==> config.mk <==
export PLATFORM = sky130hd
export DESIGN_NAME = elev_dispatch
export DESIGN_NICKNAME = d
export VERILOG_FILES = /design/src/rtl/elev_dispatch.sv
export SDC_FILE = /design/constraint.sdc
export NUM_CORES = 1
export LEC_CHECK = 0
export BUFFER_PORTS_ARGS = -buffer_cell sky130_fd_sc_hd__buf_4
export CAP_MARGIN = 20
export CELL_PAD_IN_SITES_DETAIL_PLACEMENT = 1
export CELL_PAD_IN_SITES_GLOBAL_PLACEMENT = 1
export CORE_ASPECT_RATIO = 1.2
export CORE_UTILIZATION = 37
export CTS_BUF_LIST = sky130_fd_sc_hd__clkbuf_16
export DETAILED_ROUTE_END_ITERATION = 7
export HOLD_SLACK_MARGIN = 0.12
export PLACE_DENSITY_LB_ADDON = 0.25
export RECOVER_POWER = 25
export SETUP_SLACK_MARGIN = 0.4
export SYNTH_ARGS = -nofsm -noshare
export SYNTH_HDL_FRONTEND = slang
export SYNTH_SLANG_ARGS = --single-unit
==> constraint.sdc <==
create_clock -name clk -period 2.2 [get_ports clk]
set_input_delay 0 -clock clk [delete_from_list [all_inputs] [get_ports clk]]
set_output_delay 0 -clock clk [all_outputs]
set_load 0.03 [all_outputs]
==> src/rtl/elev_dispatch.sv <==
// rtl/elev_dispatch.sv - SCAN request scheduler and floor/door sequencer for the elevator car
// Optional door hold input is enabled by defining ELEV_DOOR_HOLD_EN.
module elev_dispatch #(
  parameter int NUM_FLOORS    = 4,
  parameter int TRAVEL_CYCLES = 3,
  parameter int DOOR_CYCLES   = 4,
  localparam int FW = $clog2(NUM_FLOORS)
) (
  input  logic                  clk,
  input  logic                  rst,
  input  logic [NUM_FLOORS-1:0] call_btn,
`ifdef ELEV_DOOR_HOLD_EN
  input  logic                  door_hold,
`endif
  output logic [FW-1:0]         floor_sel,
  output logic                  door,
  output logic                  moving,
  output logic                  dir_up,
  output logic [NUM_FLOORS-1:0] pending
);

  localparam int TW = $clog2(TRAVEL_CYCLES + 1);
  localparam int DW = $clog2(DOOR_CYCLES + 1);
  localparam logic [TW-1:0]         TRAVEL_LOAD = TW'(TRAVEL_CYCLES - 1);
  localparam logic [DW-1:0]         DOOR_LOAD   = DW'(DOOR_CYCLES - 1);
  localparam logic [NUM_FLOORS-1:0] ONE         = NUM_FLOORS'(1);

  typedef enum logic [1:0] {
    S_IDLE,
    S_MOVE,
    S_DWELL
  } state_e;

  state_e                state_q, state_d;
  logic [FW-1:0]         floor_q, floor_d, floor_nxt;
  logic                  dir_up_q, dir_up_d;
  logic [NUM_FLOORS-1:0] pending_q, pending_d;
  logic [TW-1:0]         tcnt_q, tcnt_d;
  logic [DW-1:0]         dcnt_q, dcnt_d;
  logic [NUM_FLOORS-1:0] req, cur_oh, nxt_oh;
  logic                  above, below, sel_up, here, hold;

`ifdef ELEV_DOOR_HOLD_EN
  assign hold = door_hold;
`else
  assign hold = 1'b0;
`endif

  assign req       = pending_q | call_btn;
  assign cur_oh    = ONE << floor_q;
  assign floor_nxt = dir_up_q ? floor_q + 1'b1 : floor_q - 1'b1;
  assign nxt_oh    = ONE << floor_nxt;
  assign here      = |(call_btn & cur_oh);

  // SCAN: keep going up while anything is above, otherwise prefer down.
  always_comb begin
    above = 1'b0;
    below = 1'b0;
    for (int i = 0; i < NUM_FLOORS; i++) begin
      if (i > int'(floor_q)) above = above | pending_q[i];
      if (i < int'(floor_q)) below = below | pending_q[i];
    end
    sel_up = above & (dir_up_q | ~below);
  end

  always_comb begin
    state_d   = state_q;
    floor_d   = floor_q;
    dir_up_d  = dir_up_q;
    pending_d = req;
    tcnt_d    = tcnt_q;
    dcnt_d    = dcnt_q;
    case (state_q)
      S_IDLE: begin
        pending_d = req & ~cur_oh;
        if (here) begin
          state_d = S_DWELL;
          dcnt_d  = DOOR_LOAD;
        end else if (|pending_q) begin
          state_d  = S_MOVE;
          dir_up_d = sel_up;
          tcnt_d   = TRAVEL_LOAD;
        end
      end
      S_MOVE: begin
        if (tcnt_q != '0) begin
          tcnt_d = tcnt_q - 1'b1;
        end else begin
          floor_d = floor_nxt;
          // Arrival looks at this cycle's buttons too, so a same-edge call is absorbed.
          if (|(req & nxt_oh)) begin
            pending_d = req & ~nxt_oh;
            state_d   = S_DWELL;
            dcnt_d    = DOOR_LOAD;
          end else begin
            tcnt_d = TRAVEL_LOAD;
          end
        end
      end
      S_DWELL: begin
        pending_d = req & ~cur_oh;
        if (here || hold) begin
          dcnt_d = DOOR_LOAD;
        end else if (dcnt_q != '0) begin
          dcnt_d = dcnt_q - 1'b1;
        end else if (|pending_q) begin
          state_d  = S_MOVE;
          dir_up_d = sel_up;
          tcnt_d   = TRAVEL_LOAD;
        end else begin
          state_d = S_IDLE;
        end
      end
      default: state_d = S_IDLE;
    endcase
  end

  always_ff @(posedge clk or negedge rst) begin
    if (!rst) begin
      state_q   <= S_IDLE;
      floor_q   <= '0;
      dir_up_q  <= 1'b1;
      pending_q <= '0;
      tcnt_q    <= '0;
      dcnt_q    <= '0;
    end else begin
      state_q   <= state_d;
      floor_q   <= floor_d;
      dir_up_q  <= dir_up_d;
      pending_q <= pending_d;
      tcnt_q    <= tcnt_d;
      dcnt_q    <= dcnt_d;
    end
  end

  assign floor_sel = floor_q;
  assign door      = (state_q != S_MOVE);
  assign moving    = (state_q == S_MOVE);
  assign dir_up    = dir_up_q;
  assign pending   = pending_q;

endmodule
==> metrics.md <==
| Metric | Value |
|---|---|
| Hold Path Origin | `call_btn[3]` |
| R2R Path Start | `floor_sel[0]` |
| Fmax | `0.5154 GHz` |
| Hold Path Depth | `3` |
| FF-to-FF setup slack | `260 ps` |
| Tmin final | `1940 ps` |
| TritonCTS Sinks | `14` |
| Die ar. | `0.002640 mm2` |
| Die Ht | `56.09 um` |
| Worst setup EP type | `flip-flop` |
| Layout cells sized above 1 | `41.13%` |
| RSZ-0062 raised after global routing | `true` |
| Seq pwr share | `23.3%` |
| IO buf count | `14` |
| Arr. time, crit path | `2070 ps` |
| 1st-pass router iterations | `4` |
| Syn Inst Count | `92` |
| TNS Setup | `0 ps` |
| Reg-to-reg endpoint | `dcnt_q[2]` |
| Crit path launch type | `flip-flop` |
| H-tree lvl count | `1` |
| Clock Skew | `1.124 ps` |
| Root buffer cell | `clkbuf_16` |
| Post-DRT Antenna Nets | `0` |
| WL/cell | `18.45 um` |
| Ports | `15` |
| Hold Crit Class | `input pin to flip-flop` |
| # rows | `19` |
| Number of synthesis warnings | `0` |
| Hold Path End | `pending[3]` |
| Vias | `827` |
| Clock power frac | `16.0%` |
| Peak VDD IR | `779.1 uV` |
| Initial Utilization | `39.12%` |
| Reg clk slew, reported paths | `50 ps` |
| Final Hold Violating Endpoints | `0` |
| Final WL | `2859 um` |
| Layout area overhead | `45.22%` |
| Slew @ Worst Pin | `825.7 ps` |
| Max-slew headroom | `44.95%` |
| Distinct cells, synth | `34` |
| Fillers | `256` |
| Sw Pwr | `1.023 mW` |
| Internal power | `1.232 mW` |
| Die W | `47.08 um` |
| Worst r2r path cells | `7` |
| Top FF cell, synth | `dfrtp_1` |
| Antenna diodes | `0` |
| Max incr delay on CP | `400 ps` |
| Flops & latches, synth | `14` |
| Post-synth EDFFs | `0` |
| Max FO, Critical Path | `5` |
| First-pass GRT wire length | `4360 um` |
| Core area | `0.002306 mm2` |
| Inserted Clock Buffers | `3` |
| Power density over the cells | `1722 mW/mm2` |
| DRC violations left | `0` |
| # Max-Cap Violations | `0` |
| Setup CP Type | `flip-flop to flip-flop` |
| Tot GR Track Use | `23.92%` |
| Async SR Flop Fraction | `100.0%` |
| Synth Net Count | `107` |
| Static Leak | `0.6125 nW` |
| Worst-Skew Late Latency | `250 ps` |
| Final setup viols | `0` |
| Sw Ratio | `45.36%` |
| Slowest library cell on the worst path | `dfrtp_2` |
| CTS tree | `built` |
| NumNets Final | `140` |
| Vias per inst | `5.335` |
| Post-Synthesis Cell Area | `902.1 um2` |
| Detail Placement HPWL | `1822 um` |
| Most frequent cells in the layout | `buf_4 (23), dfrtp_1 (11), inv_1 (10), nor2_1 (8)` |
| Crit path cell chain | `inv_4 -> ha_4 -> xor2_4 -> mux4_2 -> nand2_4 -> o311ai_4 -> a221o_1` |
| Vias in the first global route | `933` |
| Largest net degree at the start of global routing | `15` |
| Fin cells | `155` |
| GR Overflow Total | `0` |
| RePlAce Congestion | `0.7848` |
| Leading cell type in the layout, fill and taps excluded | `buf_4` |
| CP Data Required Time | `2330 ps` |
| Fin. max-slew vios | `0` |
| Post-Syn Area per Cell | `9.806 um2` |
| Placed insts | `136` |
| Initial antenna violation count | `0` |
| Iter 0 DRT Violations | `10` |
| Clock Path Buffers | `2` |
| Comb pwr share | `60.6%` |
| Register area share after synthesis | `38.97%` |
| Crit share post-route | `88.19%` |
| Status | `finished clean` |
layout make-up:
class / instances / area, um2 / area share, %
multi-input cells: 64 / 556.8 / 42.50
flip-flops and latches: 14 / 354.1 / 27.03
repair buffers: 29 / 227.7 / 17.38
clock buffers: 3 / 75.07 / 5.731
inverters: 13 / 53.80 / 4.107
well taps: 31 / 38.79 / 2.961
clock inverters: 1 / 3.754 / 0.2865
what timing repair did:
item,in CTS,in global routing
hold buffers,3,1
setup endpoints to repair,7,7
pin swaps,3,5
gates resized for setup,8,4
setup buffers,11,0
endpoints found under the hold margin,16,1
routing by layer:
layer  vias up  wire [um]  track usage [%]
li1        385          -                -
met1       421       1143            26.71
met2        18       1577            42.06
met3         3        104            3.896
met4         0         34            10.20
met5         -          0                0
through the flow:
stage / power [mW] / hold slack [ps] / utilization, % / area, um2 / setup slack, ps
4_1_cts: 2.195 / 129.2 / 56.00 / 1291 / 286.3
5_1_grt: 2.383 / 182.5 / 56.81 / 1310 / 212.6
2_1_floorplan: 1.283 / -295.6 / - / 930.9 / 118.4
3_3_place_gp: 1.576 / -138.0 / 46.39 / 1070 / 154.3
6_report: 2.256 / 129.8 / 56.81 / 1310 / 259.9
3_5_place_dp: 1.606 / -134.9 / 46.39 / 1070 / 104.4
cells by family after synthesis:
| logic type | share of synthesized area (%) |
|---|---|
| AO/OA/AOI/OAI | 17.20 |
| XOR/XNOR | 2.775 |
| adder cells (fa/ha/maj) | 12.48 |
| buffers and inverters | 5.963 |
| flip-flops | 38.97 |
| multiplexers | 4.993 |
| AND/OR/NAND/NOR | 17.62 |
cell usage after synthesis (3+ instances only):
cell type	count	area share (%)
ha_1	9	12
dfrtp_1	13	36
o21ai_0	4	2.2
inv_1	12	5.0
a22oi_1	4	3.3
nor2_1	9	3.7
a21oi_1	3	1.7
nand2_1	6	2.5
how the worst max path moves through the flow:
stage	to	startpoint
6_report	dcnt_q[2]	floor_sel[0]
5_1_grt	dcnt_q[2]	floor_sel[0]
4_1_cts	dcnt_q[2]	floor_sel[1]
3_5_place_dp	dcnt_q[2]	floor_sel[0]
3_3_place_gp	dcnt_q[2]	floor_sel[0]
2_1_floorplan	dcnt_q[2]	floor_sel[0]
power groups by stage:
stage	Clock [mW]	Combinational [mW]	Sequential (mW)
after floorplan	0	0.691	0.592
after global placement	0	1.05	0.530
after detailed placement	0	1.07	0.535
after CTS	0.357	1.32	0.517
after global routing	0.374	1.47	0.543
final	0.361	1.37	0.527
registers in the layout, summed over array words and instances, names as in the netlist:
name       count
dcnt_q         3
dir_up         1
floor_sel      2
pending        4
state_q        2
tcnt_q         2
critical path, delay by kind of cell, from the launching register on:
| family | cells | cell delay (ps) |
|---|---|---|
| muxes | 1 | 370 |
| and+or+nand+nor | 1 | 100 |
| adders and majority gates | 1 | 280 |
| DFF | 1 | 400 |
| xor gates and xnor gates | 1 | 150 |
| buffers and inverters | 1 | 60 |
| AOI/OAI and AO/OA | 2 | 460 |
No activity file was read; power rests on OpenSTA's default activity.
